### src/rtl/hazard_unit_if.sv
// Signal bundle between the pipeline stage registers and hazard_unit.
// The pipeline drives through the master modport; hazard_unit uses the slave modport.
interface hazard_unit_if #(
    parameter int unsigned CNT_W = 32
);
    logic [4:0]       Rs1D_i;
    logic [4:0]       Rs2D_i;
    logic [4:0]       Rs1E_i;
    logic [4:0]       Rs2E_i;
    logic [4:0]       RdE_i;
    logic             RegWriteE_i;
    logic [1:0]       WriteSrcE_i;
    logic [4:0]       RdM_i;
    logic             RegWriteM_i;
    logic [4:0]       RdW_i;
    logic             RegWriteW_i;
    logic             Redirect_i;
    logic             MemReq_i;
    logic             MemReady_i;
    logic [1:0]       ForwardAE_o;
    logic [1:0]       ForwardBE_o;
    logic             StallF_o;
    logic             StallD_o;
    logic             StallE_o;
    logic             StallM_o;
    logic             FlushD_o;
    logic             FlushE_o;
    logic             FlushM_o;
    logic             MemTimeout_o;
    logic [CNT_W-1:0] StallCycles_o;
    logic [CNT_W-1:0] FlushCount_o;

    modport master (
        output Rs1D_i, Rs2D_i, Rs1E_i, Rs2E_i, RdE_i, RegWriteE_i, WriteSrcE_i,
               RdM_i, RegWriteM_i, RdW_i, RegWriteW_i, Redirect_i, MemReq_i, MemReady_i,
        input  ForwardAE_o, ForwardBE_o, StallF_o, StallD_o, StallE_o, StallM_o,
               FlushD_o, FlushE_o, FlushM_o, MemTimeout_o, StallCycles_o, FlushCount_o
    );

    modport slave (
        input  Rs1D_i, Rs2D_i, Rs1E_i, Rs2E_i, RdE_i, RegWriteE_i, WriteSrcE_i,
               RdM_i, RegWriteM_i, RdW_i, RegWriteW_i, Redirect_i, MemReq_i, MemReady_i,
        output ForwardAE_o, ForwardBE_o, StallF_o, StallD_o, StallE_o, StallM_o,
               FlushD_o, FlushE_o, FlushM_o, MemTimeout_o, StallCycles_o, FlushCount_o
    );
endinterface

### src/rtl/hazard_unit.sv
// Hazard controller for the five-stage pipeline: operand forwarding, load-use
// bubble, redirect flush and multi-cycle data-memory wait with a sticky timeout.
// Define HAZARD_PERF_CNT_EN to build the stall-cycle and flush performance counters;
// otherwise those outputs are tied to zero.
module hazard_unit #(
    parameter int unsigned MAX_WAIT = 16,
    parameter int unsigned CNT_W    = 32
) (
    input logic          clk_i,
    input logic          rst_ni,
    hazard_unit_if.slave bus
);
    // Wide enough to hold MAX_WAIT itself.
    localparam int unsigned WaitW = $clog2(MAX_WAIT + 2);
    localparam logic [WaitW-1:0] WaitMax = WaitW'(MAX_WAIT);

    typedef enum logic [0:0] {StRun, StMemWait} state_e;

    state_e           state_q, state_d;
    logic [WaitW-1:0] wait_cnt_q, wait_cnt_d;
    logic             timeout_q, timeout_d;

    logic [1:0] fwd_a, fwd_b;
    logic       stall_f, stall_d, stall_e, stall_m;
    logic       flush_d, flush_e, flush_m;
    logic       mem_stall;
    logic       load_use;

    function automatic logic [1:0] fwd_sel(input logic [4:0] rs, input logic rw_m,
                                           input logic [4:0] rd_m, input logic rw_w,
                                           input logic [4:0] rd_w);
        logic [1:0] sel;
        sel = 2'b00;
        if (rw_m && rd_m != 5'd0 && rd_m == rs) begin
            sel = 2'b10;
        end else if (rw_w && rd_w != 5'd0 && rd_w == rs) begin
            sel = 2'b01;
        end
        return sel;
    endfunction

    // Hazard detection: memory wait is gated by reset so an aborted wait drops stalls at once.
    always_comb begin
        load_use = bus.RegWriteE_i && bus.WriteSrcE_i == 2'b01 && bus.RdE_i != 5'd0 &&
                   (bus.RdE_i == bus.Rs1D_i || bus.RdE_i == bus.Rs2D_i);
        mem_stall = 1'b0;
        if (rst_ni) begin
            if (state_q == StRun) begin
                mem_stall = bus.MemReq_i && !bus.MemReady_i;
            end else begin
                mem_stall = !bus.MemReady_i;
            end
        end
    end

    // Forward/stall/flush outputs; priority is reset, memory stall, redirect, load-use.
    always_comb begin
        fwd_a   = 2'b00;
        fwd_b   = 2'b00;
        stall_f = 1'b0;
        stall_d = 1'b0;
        stall_e = 1'b0;
        stall_m = 1'b0;
        flush_d = 1'b0;
        flush_e = 1'b0;
        flush_m = 1'b0;
        if (!rst_ni) begin
            flush_d = 1'b1;
            flush_e = 1'b1;
            flush_m = 1'b1;
        end else begin
            fwd_a = fwd_sel(bus.Rs1E_i, bus.RegWriteM_i, bus.RdM_i, bus.RegWriteW_i, bus.RdW_i);
            fwd_b = fwd_sel(bus.Rs2E_i, bus.RegWriteM_i, bus.RdM_i, bus.RegWriteW_i, bus.RdW_i);
            if (mem_stall) begin
                stall_f = 1'b1;
                stall_d = 1'b1;
                stall_e = 1'b1;
                stall_m = 1'b1;
            end else if (bus.Redirect_i) begin
                flush_d = 1'b1;
                flush_e = 1'b1;
                flush_m = 1'b1;
            end else if (load_use) begin
                stall_f = 1'b1;
                stall_d = 1'b1;
                flush_e = 1'b1;
            end
        end
    end

    // Memory-wait FSM next state, saturating wait counter and sticky timeout.
    always_comb begin
        state_d    = state_q;
        wait_cnt_d = wait_cnt_q;
        unique case (state_q)
            StRun: begin
                if (bus.MemReq_i && !bus.MemReady_i) begin
                    state_d    = StMemWait;
                    wait_cnt_d = WaitW'(1);
                end
            end
            StMemWait: begin
                if (bus.MemReady_i) begin
                    state_d    = StRun;
                    wait_cnt_d = '0;
                end else if (wait_cnt_q < WaitMax) begin
                    wait_cnt_d = wait_cnt_q + WaitW'(1);
                end
            end
            default: begin
                state_d    = StRun;
                wait_cnt_d = '0;
            end
        endcase
        timeout_d = timeout_q || (state_d == StMemWait && wait_cnt_d >= WaitMax);
    end

    // FSM, wait counter and timeout registers with synchronous reset.
    always_ff @(posedge clk_i) begin
        if (!rst_ni) begin
            state_q    <= StRun;
            wait_cnt_q <= '0;
            timeout_q  <= 1'b0;
        end else begin
            state_q    <= state_d;
            wait_cnt_q <= wait_cnt_d;
            timeout_q  <= timeout_d;
        end
    end

`ifdef HAZARD_PERF_CNT_EN
    logic [CNT_W-1:0] stall_cnt_q, stall_cnt_d;
    logic [CNT_W-1:0] flush_cnt_q, flush_cnt_d;

    // Performance counter increments; both wrap naturally.
    always_comb begin
        stall_cnt_d = stall_cnt_q + (stall_f ? CNT_W'(1) : CNT_W'(0));
        flush_cnt_d = flush_cnt_q + (flush_e ? CNT_W'(1) : CNT_W'(0));
    end

    // Performance counter registers.
    always_ff @(posedge clk_i) begin
        if (!rst_ni) begin
            stall_cnt_q <= '0;
            flush_cnt_q <= '0;
        end else begin
            stall_cnt_q <= stall_cnt_d;
            flush_cnt_q <= flush_cnt_d;
        end
    end

    assign bus.StallCycles_o = stall_cnt_q;
    assign bus.FlushCount_o  = flush_cnt_q;
`else
    assign bus.StallCycles_o = CNT_W'(0);
    assign bus.FlushCount_o  = CNT_W'(0);
`endif

    assign bus.ForwardAE_o  = fwd_a;
    assign bus.ForwardBE_o  = fwd_b;
    assign bus.StallF_o     = stall_f;
    assign bus.StallD_o     = stall_d;
    assign bus.StallE_o     = stall_e;
    assign bus.StallM_o     = stall_m;
    assign bus.FlushD_o     = flush_d;
    assign bus.FlushE_o     = flush_e;
    assign bus.FlushM_o     = flush_m;
    assign bus.MemTimeout_o = timeout_q;
endmodule

### src/flat_wrapper.sv
// flat-port wrapper written by rule: the top's interface ports become plain ports
module hazard_unit_flat 
#(
    parameter int unsigned MAX_WAIT = 16,
    parameter int unsigned CNT_W    = 32
)
  (clk_i, rst_ni, bus_Rs1D_i, bus_Rs2D_i, bus_Rs1E_i, bus_Rs2E_i, bus_RdE_i, bus_RegWriteE_i, bus_WriteSrcE_i, bus_RdM_i, bus_RegWriteM_i, bus_RdW_i, bus_RegWriteW_i, bus_Redirect_i, bus_MemReq_i, bus_MemReady_i, bus_ForwardAE_o, bus_ForwardBE_o, bus_StallF_o, bus_StallD_o, bus_StallE_o, bus_StallM_o, bus_FlushD_o, bus_FlushE_o, bus_FlushM_o, bus_MemTimeout_o, bus_StallCycles_o, bus_FlushCount_o);
  hazard_unit_if #(.CNT_W(CNT_W)) bus_i ();
  input logic clk_i;
  input logic rst_ni;
  input wire logic [$bits(bus_i.Rs1D_i)-1:0] bus_Rs1D_i;
  input wire logic [$bits(bus_i.Rs2D_i)-1:0] bus_Rs2D_i;
  input wire logic [$bits(bus_i.Rs1E_i)-1:0] bus_Rs1E_i;
  input wire logic [$bits(bus_i.Rs2E_i)-1:0] bus_Rs2E_i;
  input wire logic [$bits(bus_i.RdE_i)-1:0] bus_RdE_i;
  input wire logic [$bits(bus_i.RegWriteE_i)-1:0] bus_RegWriteE_i;
  input wire logic [$bits(bus_i.WriteSrcE_i)-1:0] bus_WriteSrcE_i;
  input wire logic [$bits(bus_i.RdM_i)-1:0] bus_RdM_i;
  input wire logic [$bits(bus_i.RegWriteM_i)-1:0] bus_RegWriteM_i;
  input wire logic [$bits(bus_i.RdW_i)-1:0] bus_RdW_i;
  input wire logic [$bits(bus_i.RegWriteW_i)-1:0] bus_RegWriteW_i;
  input wire logic [$bits(bus_i.Redirect_i)-1:0] bus_Redirect_i;
  input wire logic [$bits(bus_i.MemReq_i)-1:0] bus_MemReq_i;
  input wire logic [$bits(bus_i.MemReady_i)-1:0] bus_MemReady_i;
  output wire logic [$bits(bus_i.ForwardAE_o)-1:0] bus_ForwardAE_o;
  output wire logic [$bits(bus_i.ForwardBE_o)-1:0] bus_ForwardBE_o;
  output wire logic [$bits(bus_i.StallF_o)-1:0] bus_StallF_o;
  output wire logic [$bits(bus_i.StallD_o)-1:0] bus_StallD_o;
  output wire logic [$bits(bus_i.StallE_o)-1:0] bus_StallE_o;
  output wire logic [$bits(bus_i.StallM_o)-1:0] bus_StallM_o;
  output wire logic [$bits(bus_i.FlushD_o)-1:0] bus_FlushD_o;
  output wire logic [$bits(bus_i.FlushE_o)-1:0] bus_FlushE_o;
  output wire logic [$bits(bus_i.FlushM_o)-1:0] bus_FlushM_o;
  output wire logic [$bits(bus_i.MemTimeout_o)-1:0] bus_MemTimeout_o;
  output wire logic [$bits(bus_i.StallCycles_o)-1:0] bus_StallCycles_o;
  output wire logic [$bits(bus_i.FlushCount_o)-1:0] bus_FlushCount_o;
  assign bus_i.Rs1D_i = bus_Rs1D_i;
  assign bus_i.Rs2D_i = bus_Rs2D_i;
  assign bus_i.Rs1E_i = bus_Rs1E_i;
  assign bus_i.Rs2E_i = bus_Rs2E_i;
  assign bus_i.RdE_i = bus_RdE_i;
  assign bus_i.RegWriteE_i = bus_RegWriteE_i;
  assign bus_i.WriteSrcE_i = bus_WriteSrcE_i;
  assign bus_i.RdM_i = bus_RdM_i;
  assign bus_i.RegWriteM_i = bus_RegWriteM_i;
  assign bus_i.RdW_i = bus_RdW_i;
  assign bus_i.RegWriteW_i = bus_RegWriteW_i;
  assign bus_i.Redirect_i = bus_Redirect_i;
  assign bus_i.MemReq_i = bus_MemReq_i;
  assign bus_i.MemReady_i = bus_MemReady_i;
  assign bus_ForwardAE_o = bus_i.ForwardAE_o;
  assign bus_ForwardBE_o = bus_i.ForwardBE_o;
  assign bus_StallF_o = bus_i.StallF_o;
  assign bus_StallD_o = bus_i.StallD_o;
  assign bus_StallE_o = bus_i.StallE_o;
  assign bus_StallM_o = bus_i.StallM_o;
  assign bus_FlushD_o = bus_i.FlushD_o;
  assign bus_FlushE_o = bus_i.FlushE_o;
  assign bus_FlushM_o = bus_i.FlushM_o;
  assign bus_MemTimeout_o = bus_i.MemTimeout_o;
  assign bus_StallCycles_o = bus_i.StallCycles_o;
  assign bus_FlushCount_o = bus_i.FlushCount_o;
  hazard_unit #(.MAX_WAIT(MAX_WAIT), .CNT_W(CNT_W)) u_core (.clk_i(clk_i), .rst_ni(rst_ni), .bus(bus_i));
endmodule
### config.mk
export PLATFORM = sky130hd
export DESIGN_NAME = hazard_unit_flat
export DESIGN_NICKNAME = d
export VERILOG_FILES = /design/src/rtl/hazard_unit_if.sv /design/src/rtl/hazard_unit.sv /design/src/flat_wrapper.sv
export SDC_FILE = /design/constraint.sdc
export NUM_CORES = 1
export LEC_CHECK = 0
export ABC_AREA = 1
export BUFFER_PORTS_ARGS = -buffer_cell sky130_fd_sc_hd__buf_2
export CORE_MARGIN = 5
export CORE_UTILIZATION = 42
export CTS_CLUSTER_SIZE = 20
export DETAILED_ROUTE_END_ITERATION = 8
export PLACE_DENSITY = 0.95
export SETUP_SLACK_MARGIN = 0.2
export SYNTH_ARGS = -nofsm -noshare
export SYNTH_HDL_FRONTEND = slang
export SYNTH_SLANG_ARGS = --single-unit
### constraint.sdc
create_clock -name clk_i -period 3.45 [get_ports clk_i]
set_clock_uncertainty 0.05 [all_clocks]
set_input_delay 0.345 -clock clk_i [delete_from_list [all_inputs] [get_ports clk_i]]
set_output_delay 0.345 -clock clk_i [all_outputs]
set_load 0.005 [all_outputs]
* Word level (Yosys, flattened, before mapping)
Index checks and enable logic that the tools add are counted.
Storage, ports and cells: word-level logic and storage cells 58, register bits after elaboration 7
Operators by class: multiplexer cells 27, eq/ne operators 7, add/subtract/negate cells 1, bitwise operators 1, reduce and logical (&&, ||, !) cells 17, order comparisons 2
Operator list (number):
- equality test 5 bit | 6
- 2-to-1 mux 1 bit | 18
- 2-to-1 mux 5 bit | 3
- nonzero test 5 bit | 3
- logical AND 1 bit | 11
- one-hot mux 5 bit (2 select lines) | 1
- 2-to-1 mux 2 bit | 4
- adder 5 x 1 -> 5 bit (second input constant) | 1
- >= comparator 5 bit (second input constant) | 1
- < comparator 5 bit (second input constant) | 1
- equality test 2 x 1 -> 1 bit (second input constant) | 1
- logical OR 1 bit | 2
- one-hot mux 1 bit (2 select lines) | 1
- logical NOT 1 bit | 1
- NOT 1 bit | 1

* Depth between registers and ports, before layout
Gate-level depths: netlist of run 1.
word-level depth 8, mapped depth 9, mapped depth without buffers 8

* Worst setup path after synthesis of run 1
OpenSTA, ideal clock, no wires.
path kind reg-to-output, start register u_core.state_q, end output port bus_FlushM_o, path slack 2.066 ns, stages on the path, launching flop included 9, data arrival time 0.989 ns, buffers on the path 1, cells stage by stage dfxtp_1 inv_2 nor2_4 inv_2 nand2_1 inv_1 a21oi_2 inv_1 buf_4
Between the ends: cells in the longest elaborated chain, start to end 4
Ends and longest elaborated chain:
- start: declaration | line hazard_unit.sv:19 | state_e state_q, state_d;
- start signal: assignment | line hazard_unit.sv:121 | state_q <= StRun;
- start signal: assignment | line hazard_unit.sv:125 | state_q <= state_d;
- 2-to-1 mux 1 bit | line hazard_unit.sv:48 | if (state_q == StRun) begin
- 2-to-1 mux 1 bit | line hazard_unit.sv:47 | if (rst_ni) begin
- 2-to-1 mux 1 bit (2 in series)
- end: declaration | line flat_wrapper.sv:33 | output wire logic [$bits(bus_i.FlushM_o)-1:0] bus_FlushM_o;
No other way between the ends.

* Worst setup path in the final report of run 1
start register u_core.state_q, end output port bus_FlushE_o
Between the ends: cells in the longest elaborated chain, start to end 4
Ends and longest elaborated chain:
- 2-to-1 mux 1 bit | line hazard_unit.sv:48
- 2-to-1 mux 1 bit | line hazard_unit.sv:47
- 2-to-1 mux 1 bit | line hazard_unit.sv:74 | if (mem_stall) begin
- 2-to-1 mux 1 bit | line hazard_unit.sv:67 | if (!rst_ni) begin
- end: declaration | line flat_wrapper.sv:32 | output wire logic [$bits(bus_i.FlushE_o)-1:0] bus_FlushE_o;
No other way between the ends.

==> impl_metrics.toml, run 1 <==
[setup_path]
critPathLaunchType = "register"
cp_num_buf_inv = 4
critical_path_class = "reg2out"
crit_fanout = 7
cp-end-kind = "primary output"
r2r_slack_ns = 2.31
crit_family = "flip-flops"
slowest_delay_ns = 0.34
critPathRequiredTime_ns = 3.05
arrival_ns = 1.33
path_cells = "inv_2 > nor2_4 > inv_2 > nand2_1 > inv_1 > a21oi_2 > nand2_1 > buf_2"
cp_slowest_cell = "dfxtp_1"

[routing]
avgViaCountPerCell = 4.081
vias = 1355
drt_iter0_drc = 64
routed_wl_um = 3326
wl_per_cell_um = 10.02
drc = 0
first_pass_iters = 4
ant_nets = 0

[grt]
grt_max_degree = 11
met1_usage_pct = 13.18
grt_remaining_overflow = 0
grt_pass1_wl_um = 4912
antenna_found_initial = 0
grt_pass1_vias = 1274
grt_busiest_layer = "met2"
grt_util_met3_pct = 2.627
grtUsageTotal_pct = 13.67
grt_use_met2_pct = 26.96

[timing]
slew_violations = 0
rsz0062_at_grt = "false"
finalSetupViolations = 0
finalCriticalPeriod_ns = 1.725
fin_crit_sh_pct = 50.00
fin_tns_setup_ns = 0
fmax_mhz = 579.7
hold_viol_final = 0

[clock_network]
clk_pin_slew_ns = 0.05
ctsResizeCount = 0
cts_buffer_depth = 2
numClockSinks = 7
post-cts-setup-buffers = 0
htree_num_levels = 1
holdBufCountCts = 0
cts_tree = "done"
numCtsBuffers = 3
root_buffer = "clkbuf_4"
clock_latency_ns = 0.26

[die]
die_y_um = 68.10
start_util_pct = 42.82
ios = 121
die-area_mm2 = 0.004637
die_w_um = 68.10
core-area_mm2 = 0.003311
fp-row-count = 21

[finish]
syn_to_final_growth_pct = 6.972
final_nets = 333
instances_no_fill = 332
diodes = 0
drive_above_1_share_pct = 24.48

[yosys]
synth.most_common_cell = "buf_4"
async_flop_share_pct = 0
synth_edf_count = 0
synth-seq-cells = 7
synth_top_area_share_pct = 35.48
synth_area_per_cell_um2 = 6.164
yosysTopAreaCell = "buf_4"
yosysUniqueCellTypes = 25
ys_seq_area_share_pct = 9.885
synthFlopType = "dfxtp_1"
synth_commonest_cells = "buf_4, nand2_1, inv_1"
syn_area_mm2 = 0.001418
synthCells = 230
ys.warnings.count = 0
synth_area_leaders = "buf_4, nand2_1, xnor2_1"

[hold_path]
hp-class = "in2reg"

[placement]
io_buffers = 56
place_hpwl_um = 3021
place_congestion = 0.7727
placedCellCount = 328

[pwr]
power.density_mw_per_mm2 = 189.3
irDropWorstVdd_mv = 0.06633
p_leak_uw = 0.0009294

[run]
maxCapViolCount = 0

[outcome]
outcome = "finished, final reports clean"
==> where the power goes <==
part,leakage (uW),switching [uW],internal (uW)
registers,0.0000568,1.82,82.7
clock network,0.0000177,31.8,42.4
logic,0.000855,76.6,51.7
==> state kept, by name, summed over array words and instances (netlist names) <==
register / count
u_core.wait_cnt_q: 5
u_core.bus.MemTimeout_o: 1
u_core.state_q: 1
==> stage by stage <==
stage	setup slack (ns)	power (uW)	util [%]	hold slack (ns)	cell area [um^2]
5_1_grt	1.559	318.4	45.81	0.3510	1516
4_1_cts	1.701	288.3	45.81	0.3347	1516
3_5_place_dp	1.861	212.0	44.97	0.4122	1489
2_1_floorplan	2.066	214.4	-	0.4104	1654
6_report	1.725	287.1	45.81	0.3343	1516
3_3_place_gp	1.883	207.3	44.97	0.4062	1489
==> cells by family after synthesis <==
| family | share of synthesized area, % |
|---|---|
| simple gates | 27.54 |
| flops | 9.885 |
| buf+inv | 43.16 |
| fa+ha+maj | 0.8825 |
| other cells | 0.2645 |
| compound gates | 6.531 |
| xor+xnor | 11.74 |
==> worst min-delay path: stages <==
cell and delay, ns:
buf_2 0.13, o21ai_1 0.07, a21oi_1 0.04
==> final cells by class <==
class / count / area, um^2
clock buffers: 3 / 22.52
clock inverters: 1 / 5.005
fillers: 368 / 1794
inverters: 29 / 108.9
multi-input cells: 190 / 902.1
flip-flops and latches: 7 / 140.1
well taps: 46 / 57.56
repair buffers: 56 / 280.3
==> metal layers <==
metal | part of all wire [%] | up-vias
li1 | - | 687
met4 | 3.2 | 0
met2 | 53 | 83
met3 | 10 | 13
met5 | 0 | -
met1 | 34 | 572
==> final timing paths <==
check | from | end | depth (start not counted)
worst min-delay path | rst_ni | u_core.wait_cnt_q[3]$_SDFF_PN0_ | 3
worst max-delay path | u_core.state_q$_SDFF_PN0_ | bus_FlushE_o | 8
worst max register to register | u_core.wait_cnt_q[0]$_SDFF_PN0_ | u_core.wait_cnt_q[4]$_SDFF_PN0_ | 5
worst min register to register | u_core.bus.MemTimeout_o$_SDFF_PN0_ | u_core.bus.MemTimeout_o$_SDFF_PN0_ | 2
==> layout by cell type, fill, tap and decap left out <==
| cell | n |
|---|---|
| a21oi_1 | 7 |
| a21oi_2 | 1 |
| a22oi_1 | 1 |
| a31oi_1 | 1 |
| and3b_1 | 1 |
| buf_2 | 56 |
| clkbuf_4 | 3 |
| clkinv_2 | 1 |
| conb_1 | 64 |
| dfxtp_1 | 7 |
| ha_1 | 1 |
| inv_1 | 26 |
| inv_2 | 3 |
| nand2_1 | 42 |
| nand2_2 | 2 |
| nand3_1 | 14 |
| nand4_1 | 1 |
| nor2_1 | 21 |
| nor2_4 | 1 |
| nor3_1 | 2 |
| nor3_2 | 1 |
| nor4_1 | 2 |
| o21ai_0 | 6 |
| o21ai_1 | 1 |
| or2_2 | 2 |
| xnor2_1 | 17 |
| xor2_1 | 2 |
Power figures use the tool's default switching activity.
==> inputs of run 2 (changes only) <==
--- a/config.mk
+++ b/config.mk
@@ -8,10 +8,10 @@
 export ABC_AREA = 1
 export BUFFER_PORTS_ARGS = -buffer_cell sky130_fd_sc_hd__buf_2
 export CORE_MARGIN = 5
-export CORE_UTILIZATION = 42
+export CORE_UTILIZATION = 39
 export CTS_CLUSTER_SIZE = 20
 export DETAILED_ROUTE_END_ITERATION = 8
-export PLACE_DENSITY = 0.95
+export PLACE_DENSITY = 0.93
 export SETUP_SLACK_MARGIN = 0.2
 export SYNTH_ARGS = -nofsm -noshare
 export SYNTH_HDL_FRONTEND = slang
==> constraint.sdc (replaced) <==
create_clock -name clk_i -period 1.8 [get_ports clk_i]
set_clock_uncertainty 0.05 [all_clocks]
set_input_delay 0.18 -clock clk_i [delete_from_list [all_inputs] [get_ports clk_i]]
set_output_delay 0.18 -clock clk_i [all_outputs]
set_load 0.005 [all_outputs]
==> run 2 against run 1 <==
Utilization fell by 3.2 points. Clock-buffer cell count rose by 1. Combinational power is 91% higher. Power increased by 91%. Flip-flop and latch count is the same. Clock power up 90%. Via count grew 0.30%. Critical endpoint unchanged.
==> impl_metrics.toml, run 2 (same netlist as run 1, synthesis figures left out) <==
[outcome]
outcome = "finished, final reports clean"

[clock_network]
clk_pin_slew_ns = 0.05
root_buffer = "clkbuf_4"
clock_latency_ns = 0.25
cts_buffer_depth = 2
numClockSinks = 7
htree_num_levels = 1
numCtsBuffers = 3
cts_tree = "done"

[routing]
drc = 0
avgViaCountPerCell = 4.057
vias = 1359
drt_iter0_drc = 50
routed_wl_um = 3090
first_pass_iters = 4
ant_nets = 0
wl_per_cell_um = 9.224

[die]
die_y_um = 70.29
ios = 121
start_util_pct = 39.62
core-area_mm2 = 0.003578
die-area_mm2 = 0.004941
die_w_um = 70.29
fp-row-count = 22

[finish]
syn_to_final_growth_pct = 7.590
regMostFlops = "u_core.wait_cnt_q"
layout_common_cells = "conb_1, buf_2, nand2_1"
instances_no_fill = 335
largest_register_ffs = 5
filler_cell_count = 404
layout_commonest_cell = "conb_1"
final_nets = 334
diodes = 0
drive_above_1_share_pct = 24.39

[timing]
finalCriticalPeriod_ns = 1.466
rsz0062_at_grt = "false"
slew_violations = 0
fin_tns_setup_ns = 0
hold_viol_final = 0
fin_crit_sh_pct = 81.44
fmax_mhz = 682.1
finalSetupViolations = 0

[grt]
grt_pass1_vias = 1155
grt_remaining_overflow = 0
grtUsageTotal_pct = 11.10
antenna_found_initial = 0
grt_pass1_wl_um = 4574
grt_max_degree = 11

[placement]
place_hpwl_um = 2812
io_buffers = 56
place_congestion = 0.8281
placedCellCount = 330

[setup_path]
r2r_slack_ns = 0.67
cp_slowest_cell = "dfxtp_1"
r2r.worst_path.cells = 5
critPathLaunchType = "register"
cp-end-kind = "primary output"
crit-reg2reg-launch = "u_core.wait_cnt_q[0]$_SDFF_PN0_"
path_cells = "inv_2 > nor2_4 > inv_2 > nand2_1 > inv_1 > a21oi_2 > nand2_1 > buf_2"
crit_fanout = 3
arrival_ns = 1.24
critical_path_class = "reg2out"
slowest_delay_ns = 0.34
critPathRequiredTime_ns = 1.57
r2r_end = "u_core.wait_cnt_q[4]$_SDFF_PN0_"

[hold_path]
holdPathEnd = "u_core.wait_cnt_q[3]$_SDFF_PN0_"
whs_path_depth = 3
hp-class = "in2reg"
min_from = "rst_ni"

[run]
maxCapViolCount = 0

[pwr]
irDropWorstVdd_mv = 0.1070
power.density_mw_per_mm2 = 358.7
p_leak_uw = 0.0009315
p_total_uw = 547.1
run 2: changes by cell type in the layout (fill, tap and decap cells not counted), sizes merged:
cell,previous run,this run
clkbuf,3,4
buf,56,57
clkinv,1,0
run 2: timing repair:
item / 4_1_cts / 5_1_grt
setup endpoints to repair: 0 / 3
resized for setup: 0 / 0
hold buffers: 0 / 0
setup buffers: 0 / 1
run 2: area by class of cell:
class	count	area (um^2)	share of cell area, %
flip-flops and latches	7	140.1	9.188
clock buffers	4	26.28	1.723
repair buffers	57	287.8	18.87
inverters	29	108.9	7.137
multi-input cells	190	902.1	59.15
well taps	48	60.06	3.938
run 2: through the flow:
| step | worst slack, ns | area [um^2] | hold slack, ns | utilization [%] |
|---|---|---|---|---|
| 2_1_floorplan | 0.5813 | 1654 | 0.2643 | - |
| 3_3_place_gp | 0.5611 | 1491 | 0.4102 | 41.68 |
| 3_5_place_dp | 0.5429 | 1491 | 0.4113 | 41.68 |
| 4_1_cts | 0.2629 | 1518 | 0.1919 | 42.41 |
| 5_1_grt | 0.2404 | 1525 | 0.2100 | 42.62 |
| 6_report | 0.3340 | 1525 | 0.1896 | 42.62 |
run 2: how the worst max path moves through the flow:
stage                                    from                 end  slack [ns]  cells past startpoint
global route        u_core.state_q$_SDFF_PN0_        bus_FlushE_o        0.24                      8
detailed placement  u_core.state_q$_SDFF_PN0_        bus_FlushE_o        0.54                      8
CTS                 u_core.state_q$_SDFF_PN0_        bus_FlushE_o        0.26                      8
finish              u_core.state_q$_SDFF_PN0_        bus_FlushE_o        0.33                      8
global placement                 bus_RdW_i[3]  bus_ForwardAE_o[0]        0.56                      8
floorplan           u_core.state_q$_SDFF_PN0_        bus_FlushM_o        0.58                      8
run 2: worst max-delay path, delay by kind of cell (launching register included):
kind	cells	cell delay, ns
flops	1	0.34
simple gates	3	0.24
buf+inv	4	0.28
compound gates	1	0.13
run 2: power by group:
group | internal [uW] | switching [uW]
Combinational | 100 | 144
Clock | 84.5 | 56.4
Sequential | 159 | 3.17
Total | 343 | 204
run 2: metal layers:
layer  vias up  part of all wire, %  GRT usage, %
met5         -                    0             0
met4         0                  1.8         5.745
met3         7                   13         2.878
met2        80                   52         20.48
met1       582                   33         11.27
li1        690                    -             -
